[config.mk]
export PLATFORM = sky130hd
export DESIGN_NAME = serial_addsub
export DESIGN_NICKNAME = d
export VERILOG_FILES = /design/src/rtl/serial_addsub_pkg.sv /design/src/rtl/full_adder_1b.sv /design/src/rtl/serial_addsub.sv
export SDC_FILE = /design/constraint.sdc
export NUM_CORES = 1
export LEC_CHECK = 0
export CAP_MARGIN = 20
export CORE_MARGIN = 2
export CORE_UTILIZATION = 56
export CTS_CLUSTER_SIZE = 30
export DETAILED_ROUTE_END_ITERATION = 10
export GPL_TIMING_DRIVEN = 0
export PLACE_DENSITY = 0.95
export SYNTH_ARGS = -nofsm -noshare
export SYNTH_HDL_FRONTEND = slang
export SYNTH_SLANG_ARGS = --single-unit
[constraint.sdc]
create_clock -name clk -period 3.43 [get_ports clk]
set_clock_uncertainty 0.05 [all_clocks]
set_input_delay 0.5145 -clock clk [delete_from_list [all_inputs] [get_ports clk]]
set_output_delay 0.5145 -clock clk [all_outputs]
set_load 0.01 [all_outputs]
[src/rtl/serial_addsub_pkg.sv]
// Shared definitions for the bit-serial adder/subtractor.
//
// Contents:
//   state_t        FSM state encoding (ST_IDLE = 1'b0, ST_RUN = 1'b1)
//   DEFAULT_WIDTH  default operand/result width in bits
package serial_addsub_pkg;

    typedef enum logic {
        ST_IDLE = 1'b0,
        ST_RUN  = 1'b1
    } state_t;

    localparam int DEFAULT_WIDTH = 8;

endpackage : serial_addsub_pkg

[src/rtl/full_adder_1b.sv]
// One-bit full adder, purely combinational. The serial adder instantiates one,
// and the parallel adder blocks reuse the same cell.
//
// Ports:
//   a, b  in   operand bits
//   cin   in   carry in
//   s     out  sum bit
//   cout  out  carry out
module full_adder_1b (
    input  logic a,
    input  logic b,
    input  logic cin,
    output logic s,
    output logic cout
);

    assign s    = a ^ b ^ cin;
    assign cout = (a & b) | (cin & (a ^ b));

endmodule : full_adder_1b

[src/rtl/serial_addsub.sv]
// Bit-serial adder/subtractor. Two WIDTH-bit operands are processed LSB-first,
// one bit per clock, through a single full adder and a carry flop.
//
// Handshake: start is sampled only while idle (busy=0). An accepted start
// latches a, b and sub on that edge. busy is high for exactly WIDTH cycles.
// done pulses for one cycle, WIDTH clocks after the accepting edge. The
// controller is idle again during the done cycle, so a start held high then is
// accepted, giving one result per WIDTH+1 clocks. start while busy is ignored.
//
// Ports:
//   clk    in   system clock, rising edge
//   rst_n  in   asynchronous active-low reset
//   start  in   operation request
//   sub    in   0 = a+b, 1 = a-b (sampled with start)
//   a, b   in   WIDTH-bit operands (sampled with start)
//   busy   out  operation in progress
//   done   out  single-cycle completion pulse
//   sum    out  result, held from one completion to the next
//   cout   out  carry out (for subtraction, 1 = no borrow)
//   ovf    out  two's-complement signed overflow
module serial_addsub
    import serial_addsub_pkg::*;
#(
    parameter int WIDTH = DEFAULT_WIDTH
) (
    input  logic             clk,
    input  logic             rst_n,
    input  logic             start,
    input  logic             sub,
    input  logic [WIDTH-1:0] a,
    input  logic [WIDTH-1:0] b,
    output logic             busy,
    output logic             done,
    output logic [WIDTH-1:0] sum,
    output logic             cout,
    output logic             ovf
);

    // Counter must hold WIDTH-1 without wrapping; sized for WIDTH to be safe.
    localparam int CNT_W = $clog2(WIDTH + 1);
    localparam logic [CNT_W-1:0] LAST_BIT = CNT_W'(WIDTH - 1);

    state_t           state;
    logic [WIDTH-1:0] op_a;
    logic [WIDTH-1:0] op_b;
    logic [WIDTH-1:0] res;
    logic             carry;
    logic [CNT_W-1:0] cnt;

    logic             fa_s;
    logic             fa_c;
    logic [WIDTH-1:0] res_next;

    full_adder_1b u_fa (
        .a    (op_a[0]),
        .b    (op_b[0]),
        .cin  (carry),
        .s    (fa_s),
        .cout (fa_c)
    );

    // New sum bit enters at the MSB; after WIDTH shifts bit 0 sits at the LSB.
    assign res_next = {fa_s, res[WIDTH-1:1]};

    always_ff @(posedge clk or negedge rst_n) begin
        if (!rst_n) begin
            state <= ST_IDLE;
            op_a  <= '0;
            op_b  <= '0;
            res   <= '0;
            carry <= 1'b0;
            cnt   <= '0;
            busy  <= 1'b0;
            done  <= 1'b0;
            sum   <= '0;
            cout  <= 1'b0;
            ovf   <= 1'b0;
        end else begin
            case (state)
                ST_IDLE: begin
                    done <= 1'b0;
                    if (start) begin
                        // Subtraction is a + ~b + 1: invert b, seed carry with 1.
                        op_a  <= a;
                        op_b  <= sub ? ~b : b;
                        carry <= sub;
                        cnt   <= '0;
                        busy  <= 1'b1;
                        state <= ST_RUN;
                    end
                end
                ST_RUN: begin
                    op_a  <= op_a >> 1;
                    op_b  <= op_b >> 1;
                    res   <= res_next;
                    carry <= fa_c;
                    cnt   <= cnt + CNT_W'(1);
                    if (cnt == LAST_BIT) begin
                        // carry currently holds the carry into the MSB.
                        sum   <= res_next;
                        cout  <= fa_c;
                        ovf   <= fa_c ^ carry;
                        done  <= 1'b1;
                        busy  <= 1'b0;
                        state <= ST_IDLE;
                    end
                end
                default: state <= ST_IDLE;
            endcase
        end
    end

endmodule : serial_addsub

# Yosys cells after proc, flatten, opt, wreduce, memory -nomap -nowiden
# Index checks and enable logic that the tools add are counted.
# totals
ramBits	0
ff_bits	42
romBits	0
elab_cells	42
memories	0
out_inout_bits	12
inputBits	20
latch_bits	0
# op_classes
bitwise_logic	8
div	0
n_lt_le_gt_ge	0
multipliers	0
eq_ne	3
n_addsub	1
shifts	0
n_mux	17
reduce_logical	2
# ops
operator	count
$pmux W8 S2	2
$mux W8	3
$not A8 Y8	1
$pmux W1 S2	4
$pmux W4 S2	1
$mux W1	6
$add A4 B1 Y4 const B	1
$eq A4 B3 Y1 const B	1
$mux W4	1
$reduce_and A2 Y1	2
$xor A1 B1 Y1	3
$and A1 B1 Y1	2
$ne A2 B1 Y1 const B	1
$ne A2 B2 Y1 const B	1
$not A1 Y1	1
$or A1 B1 Y1	1

# Logic depth before layout (Yosys ltp)
# Gate-level depths: netlist of run 1.
# depth
word_depth	4
ltp_mapped	5
depth_no_buf	4

# By module
# Synthesis of run 1 repeated with hierarchy kept, for this count alone.
# unflattened
hier_cells	147
hier_area_um2	1834.3
# modules_own_cells
module	seq_area_each_um2	cells_each	area_per_inst_um2	instances
serial_addsub	1026.0	146	1814.2	1
full_adder_1b	0.0	1	20.0	1

# Worst setup path after synthesis of run 1
# No wires, ideal clock.
# synth_path
path_type	register -> register
startpoint	register cnt[0]
endpoint	register sum[1]
path_buffers	1
stages_incl_launch_ff	5
arrival_time_ps	1205
slack_ps	2050
setup_ps	125
synth_period_minus_slack_ps	1380
required_ps	3255
path_cell_list	dfrtp_1 ha_1 nand4b_4 buf_6 mux2_4
# synth_via
elab_chain_cells	2
# synth_lines
item	line_no	source
start: declaration	serial_addsub.sv:48	logic [CNT_W-1:0] cnt;
start signal: assignment	serial_addsub.sv:97	cnt <= cnt + CNT_W'(1);
$eq A4 B3 Y1	serial_addsub.sv:98	if (cnt == LAST_BIT) begin
$reduce_and A2 Y1 (no source line)	--	
end signal: assignment	serial_addsub.sv:100	sum <= res_next;
end: declaration	serial_addsub.sv:34	output logic [WIDTH-1:0] sum,
# Every way passes these cells.
# A chain may end at the register's enable or synchronous reset.

# Worst setup path in the final report of run 1
# layout_path
startpoint	register sum[1]
endpoint	output sum[1]
# No word-level cell between the ends.

==> impl_results.md, run 1 <==
- Status: completed
- Max_cap viols: 0
- Die X: 61.2 um
- Synthesized area per cell: 12.5 sq um
- Mapped Cells: 147
- Seq pwr share: 0.463
- Synth Register Bits: 41
- PwrDens: 788 nW/um^2
- Vias: 1212
- DRT Pass-1 Iters: 4
- Critical Path RT: 2870 ps
- Synth area leaders: dfrtp_1, mux2i_1, mux2_2
- Drt wl/cell: 14.3 um
- Synth Net Count: 169
- Yosys Warn Count: 0
- IO Count: 32
- Main synth FF type: dfrtp_1
- Nets: 205
- Internal: 1.19 mW
- Post-synth top area cell: dfrtp_1
- Sw Share: 0.330
- Clk pwr share: 0.154
- H-Tree Depth: 2
- Crit Path Max Fanout: 2
- FP Rows: 20
- WP buf/inv: 1
- CP top delay family: buffers and inverters
- Tmin final: 1840 ps
- Tot GR Track Use: 0.204
- Final non-filler cell total: 228
- RD Place Congestion: 0.726
- CP endpoint kind: output pin
- Post-route cell area: 2240 sq um
- List of most frequent post-synthesis cells: dfrtp_1, nand2_1, o21ai_0
- DR iter-0 viols: 32
- Clock root cell: clkbuf_4
- Initial core utilization: 0.596
- Pre-CTS WS: 1850 ps
- CP arrival: 1280 ps
- Area Growth Syn to Fin: 22.4%
- Clk_lat worst skew: 350 ps
- Post-DP HPWL: 2390 um
- Final hold viol count: 0
- Largest vdd supply drop: 0.546 mV
- Static leakage power: 1.07 nW
- First-pass GRT wire length: 5420 um
- Simple-gate share of the synthesized area: 0.0682
- Asr flop ratio synth: 1.00
- Diodes inserted: 0
- Tcrit/Tclk final: 0.537
- Distinct cells, synth: 22
- Post-CTS Setup Repair Bufs: 0
- Path type of the worst setup path: register to output pin
- Setup violators final: 0
- Crit start category: register
- CP max stage delay: 550 ps
- Unrepaired setup endpoints after global routing: no
- GR Overflow Total: 0
- Cell area after synthesis: 1830 sq um
- Gates resized, CTS repair: 0
- Combinational family with the most area after synthesis: multiplexers
- Clk buf depth: 2
- Post-CTS Hold Buffers: 0
- Synth Area in Adders: 0.0177
- Via count of the first global-routing pass: 1194
- Hold Crit Class: input port to async pin
- Mux cell area share after synthesis: 0.201
- Cells after DPL: 220
- Antenna viol nets, final: 0
- Top-count cell post-synth: dfrtp_1
- Area after DPL: 2170 sq um
- Clock transition at the registers of the reported paths: 120 ps
- Num CTS Buffers: 5
- CTS tree: done
- DR DRC count: 0
- Area share of the largest cell type after synthesis: 0.559
- Layout cells sized above 1: 0.185
- Largest net degree at the start of global routing: 42
- Final WL: 3250 um
- Seq/Total Area, Yosys: 0.559
- Final worst setup slack: 1590 ps
- Initial antenna violation count: 0
- Synth Area in Compound Gates: 0.0668
- Critical-path cell list: clkdlybuf4s50_1
- Worst-Margin Slew: 881 ps
- Die Y: 61.2 um
- Max-slew violations: 0
- Number of flops mapped to enable cells by yosys: 0
- CP max-delay cell: clkdlybuf4s50_1
- Peak Freq: 543 MHz
- Net Switching: 0.584 mW
- Xor and xnor area share after synthesis: 0.0525
- Core area: 3080 sq um
- Setup TNS Final: 0 ps
- Via/cell ratio: 5.32
- # port buffers: 29
- Core occupancy in the finished layout: 0.729
- Relative slew slack: 0.412
- # clock sinks: 41
- Combinational power share: 0.382
- Die ar.: 3750 sq um
-- power by group through the flow --
| stage | registers [mW] | logic (mW) | clock network (mW) |
|---|---|---|---|
| after floorplan | 0.822 | 0.427 | 0 |
| after global placement | 0.814 | 0.653 | 0 |
| after detailed placement | 0.833 | 0.685 | 0 |
| after CTS | 0.822 | 0.688 | 0.276 |
| after global routing | 0.846 | 0.749 | 0.300 |
| final | 0.820 | 0.676 | 0.273 |
-- sequential cells by signal (all words and copies together) (netlist names) --
name and count:
carry 1, op_b 8, cout 1, sum 8, done 1, res 7
state 1, busy 1, ovf 1, op_a 8, cnt 4
-- path summary, 6_finish.rpt --
check,startpoint,endpoint,slack (ps),cells past startpoint
max,sum[1],sum[1],1590,1
min,rst_n,sum[4],220,1
min in group clk,busy,busy,440,2
max in group asynchronous,rst_n,op_a[3],2570,1
min reg2reg,busy,busy,440,2
max reg2reg,cnt[0],sum[1],1950,4
-- cell usage in the layout (no fill, tap or decap), types with 3 or more instances in the layout --
master / n
mux2_4: 5
clkdlybuf4s50_1: 28
xnor2_1: 3
buf_2: 6
clkbuf_4: 5
xor2_1: 8
nor2_1: 3
o21ai_0: 18
dfrtp_1: 41
mux2i_1: 17
mux2_2: 11
nand2_1: 21
-- logic make-up after synthesis --
| group | count (synthesis) |
|---|---|
| mux | 33 |
| xor+xnor | 11 |
| compound gates | 22 |
| flops | 41 |
| buf+inv | 11 |
| simple gates | 27 |
| fa+ha+maj | 2 |
-- layer usage --
metal  track usage  part of all wire  vias up
met1         0.241              0.42      601
met3        0.0756             0.053        6
li1              -                 -      567
met4        0.0559             0.011        0
met2         0.350              0.51       38
met5             0                 0        -
-- layout make-up --
type                            instances  area [sq um]
Buffer                                 10          58.8
Clock inverter                          1          5.00
Clock buffer                            7          65.1
Timing Repair Buffer                   29           285
Tap cell                               44          55.1
Fill cell                             233           833
Inverter                                1          3.75
Multi-Input combinational cell         95           746
Sequential cell                        41          1030
-- stage by stage --
step	hold slack (ps)	power [mW]
floorplan	169	1.25
global placement	413	1.47
detailed placement	421	1.52
CTS	251	1.79
global route	276	1.90
finish	218	1.77
(Power assumes the default switching activity.)
==> inputs of run 2 (changes only) <==
--- a/config.mk
+++ b/config.mk
@@ -7,11 +7,11 @@
 export LEC_CHECK = 0
 export CAP_MARGIN = 20
 export CORE_MARGIN = 2
-export CORE_UTILIZATION = 56
+export CORE_UTILIZATION = 52
 export CTS_CLUSTER_SIZE = 30
 export DETAILED_ROUTE_END_ITERATION = 10
 export GPL_TIMING_DRIVEN = 0
-export PLACE_DENSITY = 0.95
+export PLACE_DENSITY = 0.9
 export SYNTH_ARGS = -nofsm -noshare
 export SYNTH_HDL_FRONTEND = slang
 export SYNTH_SLANG_ARGS = --single-unit
==> constraint.sdc (replaced) <==
create_clock -name clk -period 1.9 [get_ports clk]
set_clock_uncertainty 0.05 [all_clocks]
set_input_delay 0.285 -clock clk [delete_from_list [all_inputs] [get_ports clk]]
set_output_delay 0.285 -clock clk [all_outputs]
set_load 0.01 [all_outputs]
==> impl_results.md, run 2 (synthesized netlist as in run 1, its figures left out) <==
- Crit Path Max Fanout: 2 (unchanged)
- DR DRC count: 0 (unchanged)
- Largest net degree at the start of global routing: 42 (unchanged)
- # clock sinks: 41 (unchanged)
- Setup violators final: 0 (unchanged)
- CP endpoint kind: output pin
- GR Overflow Total: 0 (unchanged)
- Cells after DPL: 222 (+0.91%)
- Area Growth Syn to Fin: 21.4%
- Relative slew slack: 0.406 (-0.00643)
- DR iter-0 viols: 40 (+25%)
- Most frequent cells in the layout: dfrtp_1, clkdlybuf4s50_1, nand2_1, o21ai_0, mux2i_1
- Die ar.: 4020 sq um (+7.2%)
- Post-CTS Setup Repair Bufs: 0 (unchanged)
- Unrepaired setup endpoints after global routing: no
- Clk buf depth: 2 (unchanged)
- CP top delay family: buffers and inverters
- Critical-path cell list: clkdlybuf4s50_1
- Critical Path RT: 1560 ps (-1310 ps)
- Pre-CTS WS: 424 ps (-1430 ps)
- Via/cell ratio: 5.16 (-3.0%)
- Static leakage power: 1.05 nW (-1.4%)
- Core occupancy in the finished layout: 0.662 (-0.0674)
- # port buffers: 29 (unchanged)
- Final WL: 3250 um (about the same)
- Vias: 1186 (-2.1%)
- PwrDens: 1390 nW/um^2 (+77%)
- Initial antenna violation count: 0 (unchanged)
- Tmin final: 1580 ps
- Via count of the first global-routing pass: 1225 (+2.6%)
- Top flop regs: op_a (8), op_b (8), sum (8)
- Initial core utilization: 0.545 (-0.0505)
- Diodes inserted: 0 (unchanged)
- CP startpoint: ovf
- Status: completed
- First-pass GRT wire length: 5550 um (+2.4%)
- Largest vdd supply drop: 0.624 mV (+14%)
- Tot GR Track Use: 0.181 (-0.0222)
- Worst-Margin Slew: 891 ps (+9.64 ps)
- H-Tree Depth: 2 (unchanged)
- Tcrit/Tclk final: 0.834
- Num CTS Buffers: 5 (unchanged)
- Total power: 3.10 mW (+75%)
- IO Count: 32 (unchanged)
- Core area: 3360 sq um (+9.3%)
- Nets: 205 (unchanged)
- Final non-filler cell total: 230 (+0.88%)
- CTS tree: done
- Layout cells sized above 1: 0.168 (-0.0163)
- Worst r2r src: cnt[0]
- Clk_lat worst skew: 330 ps (-20 ps)
- Die X: 63.4 um (+3.5%)
- DRT Pass-1 Iters: 4 (unchanged)
- Hold Crit Class: input port to async pin
- Post-CTS Hold Buffers: 0 (unchanged)
- Gates resized, CTS repair: 0 (unchanged)
- Peak Freq: 631 MHz
- Post-DP HPWL: 2370 um (-0.57%)
- Max-slew violations: 0 (unchanged)
- Antenna viol nets, final: 0 (unchanged)
- FP Rows: 21 (+5.0%)
- Final hold viol count: 0 (unchanged)
- Path type of the worst setup path: register to output pin
- Crit start category: register
- Die Y: 63.4 um (+3.5%)
- Drt wl/cell: 14.1 um (-0.90%)
- Final worst setup slack: 316 ps (-1270 ps)
- Clock transition at the registers of the reported paths: 110 ps (about the same)
- CP arrival: 1250 ps (-30 ps)
- Clock root cell: clkbuf_4
- CP max-delay cell: clkdlybuf4s50_1
- Hold Slack: 12.1 ps (-206 ps)
- CP max stage delay: 540 ps (about the same)
- RD Place Congestion: 0.770 (+6.0%)
- WP buf/inv: 1 (unchanged)
- Max_cap viols: 0 (unchanged)
- Commonest non-fill, non-tap cell in the layout: dfrtp_1
## run 2: cell count changes in the layout (fill, tap and decap cells not counted), sizes merged
cell / before / now
clkbuf: 9 / 10
clkinv: 1 / 0
## run 2: routing by layer
metal,track usage,up-vias,part of all wire
met3,0.0589,4,0.049
met5,0,-,0
met4,0.0761,0,0.016
met1,0.211,574,0.43
li1,-,570,-
met2,0.307,38,0.51
## run 2: path summary, 6_finish.rpt
path / cells past startpoint / end / slack, ps
worst min register to register: 2 / busy / 440
min in group clk: 3 / op_b[0] / 360
worst max-delay path: 1 / ovf / 320
worst max register to register: 4 / sum[1] / 420
worst min-delay path: 1 / sum[2] / 10
max in group asynchronous: 1 / op_a[2] / 1240
## run 2: layout make-up
class / instances / area, sq um
flip-flops and latches: 41 / 1030
inverters: 1 / 3.75
clock buffers: 8 / 48.8
plain buffers: 10 / 58.8
multi-input cells: 95 / 746
fillers: 293 / 1140
well taps: 46 / 57.6
repair buffers: 29 / 285
## run 2: power by group
part | leakage, nW | switching, mW | internal (mW)
combinational | 0.498 | 0.525 | 0.698
sequential | 0.528 | 0.249 | 1.23
clock | 0.0265 | 0.252 | 0.148
## run 2: through the flow
stage                     cell area (sq um)  TNS [ps]
after detailed placement               2180         0
final                                  2230         0
after global routing                   2230         0
after floorplan                        1830         0
after CTS                              2230         0
after global placement                 2180    -16420
==> edit, RTL diff (settings of run 2) <==
Make the reset (`rst_n`) synchronous in one clocked block. Comments in the files are not updated.
--- a/src/rtl/serial_addsub.sv
+++ b/src/rtl/serial_addsub.sv
@@ -63,5 +63,5 @@
     assign res_next = {fa_s, res[WIDTH-1:1]};
 
-    always_ff @(posedge clk or negedge rst_n) begin
+    always_ff @(posedge clk) begin
         if (!rst_n) begin
             state <= ST_IDLE;
Function: differs if rst_n is asserted again (counterexample within 4 cycles, from zero or initial values and one cycle with rst_n low); with rst_n held inactive, the same outputs for 10 cycles.
==> edit against run 2 <==
Final area increased by 1.7%. Sequential cell count is the same. Setup slack got worse by 0.010 ns. Area after synthesis grew 1.1%. Wire length up 3.9%.
Power is not compared: it rests on default switching activity, and its combinational part moved more than twofold at a synthesized area within 25%.
==> edit: results (changes against run 2) <==
Outcome: completed (unchanged). The share of post-route cells with drive strength above 1 is 0.1600 (was 0.1685). The global placer's final weighted congestion came out at 0.7900 (was 0.7700). The synthesized-area fraction occupied by ao, oa, aoi and oai cells is 0.1916 (was 0.06685).

The count of buffers added by post-CTS timing repair for setup is 0 (unchanged). The total length of routed wires came out at 3.375 mm (was 3.249 mm). The cell count after synthesis is 187 (was 147). The final antenna diode count came out at 0 (unchanged).

The count of input and output buffers came out at 30 (was 29). The fraction of the mapped netlist area in adder cells is 0.01754 (was 0.01774). The type of the tightest min-delay check was input pin to flip-flop (was input pin to async pin). The clock insertion delay at the later pin of the skew report is 0.36 ns (was 0.33 ns). The count of fill cells added during filler insertion came out at 276 (was 293).

The root buffer cell was sky130_fd_sc_hd__clkbuf_4 (unchanged). The clock transition at the registers of the reported paths came out at 0.12 ns. The number of vias after detailed routing came out at 1,446 (was 1,186). The via count of the first global-routing pass came out at 1,345 (was 1,225). The ratio of routed vias to standard cells came out at 5.336 (was 5.157). For this design the static power due to leakage is 0.9490 nW. The number of nets in the finished design came out at 246 (was 205). The transition time of the tightest slew-check pin came out at 0.3613 ns (was 0.8909 ns). The number of placed cells counting well taps is 263 (was 222). The global-route wire length before repair is 5.782 mm (was 5.547 mm). The total of cells resized after clock tree synthesis is 0 (unchanged).

The pin count of the biggest net entering global routing is 13 (was 42). The xor and xnor area share after synthesis is 0.04723 (was 0.05252). Synth area leaders: sky130_fd_sc_hd__dfxtp_1, sky130_fd_sc_hd__mux2i_1, sky130_fd_sc_hd__nand2_1, sky130_fd_sc_hd__o211a_1, sky130_fd_sc_hd__a21boi_2 (was sky130_fd_sc_hd__dfrtp_1, sky130_fd_sc_hd__mux2i_1, sky130_fd_sc_hd__mux2_2, sky130_fd_sc_hd__o21ai_0, sky130_fd_sc_hd__nand2_1). The sequential cell area fraction in the yosys report is 0.4426 (was 0.5593). The largest delay contributor family on the critical path is buffers and inverters (unchanged). The total track usage is 0.1852 (was 0.1814).

Most used standard cells in the synthesized netlist: sky130_fd_sc_hd__dfxtp_1, sky130_fd_sc_hd__nand2_1, sky130_fd_sc_hd__mux2i_1, sky130_fd_sc_hd__nor2_1, sky130_fd_sc_hd__nor2b_1 (was sky130_fd_sc_hd__dfrtp_1, sky130_fd_sc_hd__nand2_1, sky130_fd_sc_hd__o21ai_0, sky130_fd_sc_hd__mux2i_1, sky130_fd_sc_hd__mux2_2). The post-synth net total came to 209 (was 169). The critical path startpoint is busy (was ovf). The fraction of synthesis flops using an asynchronous set or reset pin is 0 (was 1.000). The detailed placer's ending HPWL is 2.459 mm (was 2.374 mm). The maximum fanout along the worst path is 2 (unchanged). The worst flop-to-flop path startpoint is cnt[0] (unchanged). The proportion of synthesized area in mux cells came to 0.08637 (was 0.2012). In this run the most critical hold path is launched from sub. The number of unique standard cell types used by synthesis is 30 (was 22).

The maximum clock insertion buffer count is 2 (unchanged). The number of DRC markers after the initial detailed-route iteration came out at 65 (was 40).
-- edit: cell count changes after synthesis, moves of 10 or more --
cell                      change
sky130_fd_sc_hd__nor2b_1     +10
sky130_fd_sc_hd__nor2_1      +11
sky130_fd_sc_hd__o21ai_0     -17
sky130_fd_sc_hd__dfxtp_1     +41
sky130_fd_sc_hd__mux2_2      -11
sky130_fd_sc_hd__dfrtp_1     -41
-- edit: where the power goes --
group	total [mW]	internal, mW	leakage [nW]	switching, mW
clock network	0.409	0.141	0.0320	0.268
logic	0.237	0.133	0.582	0.104
registers	0.925	0.900	0.335	0.0258
-- edit: final timing paths --
path	to	slack [ns]	cells after the start
setup reg to reg	ovf	0.49	5
setup / recovery	busy	0.31	1
hold / removal	op_b[7]	0.27	3
hold reg to reg	sum[4]	0.42	2
-- edit: metrics by stage --
stage,util,setup slack (ns),instance area (sq um),hold slack [ns],power [mW]
6_report,0.6678,0.3060,2263,0.2748,1.572
5_1_grt,0.6678,0.2573,2263,0.3065,1.651
4_1_cts,0.6678,0.3104,2263,0.2868,1.584
3_5_place_dp,0.6526,0.2433,2212,0.4060,1.183
3_3_place_gp,0.6526,0.2566,2212,0.4012,1.174
2_1_floorplan,-,0.6235,1854,0.3822,1.101
-- edit: metal layers --
layer | GRT usage | vias to the layer above | share of wire
li1 | - | 721 | -
met1 | 0.2098 | 680 | 0.43
met2 | 0.3250 | 37 | 0.50
met3 | 0.05893 | 8 | 0.048
met4 | 0.06522 | 0 | 0.019
met5 | 0 | - | 0
-- edit: cell type report --
type,instances,area [sq um],area share
inverters,2,7.507,0.003317
flip-flops and latches,41,820.8,0.3626
repair buffers,30,300.3,0.1327
plain buffers,14,96.34,0.04256
clock buffers,6,41.29,0.01824
clock inverters,2,10.01,0.004422
well taps,46,57.56,0.02543
multi-input cells,130,929.6,0.4107
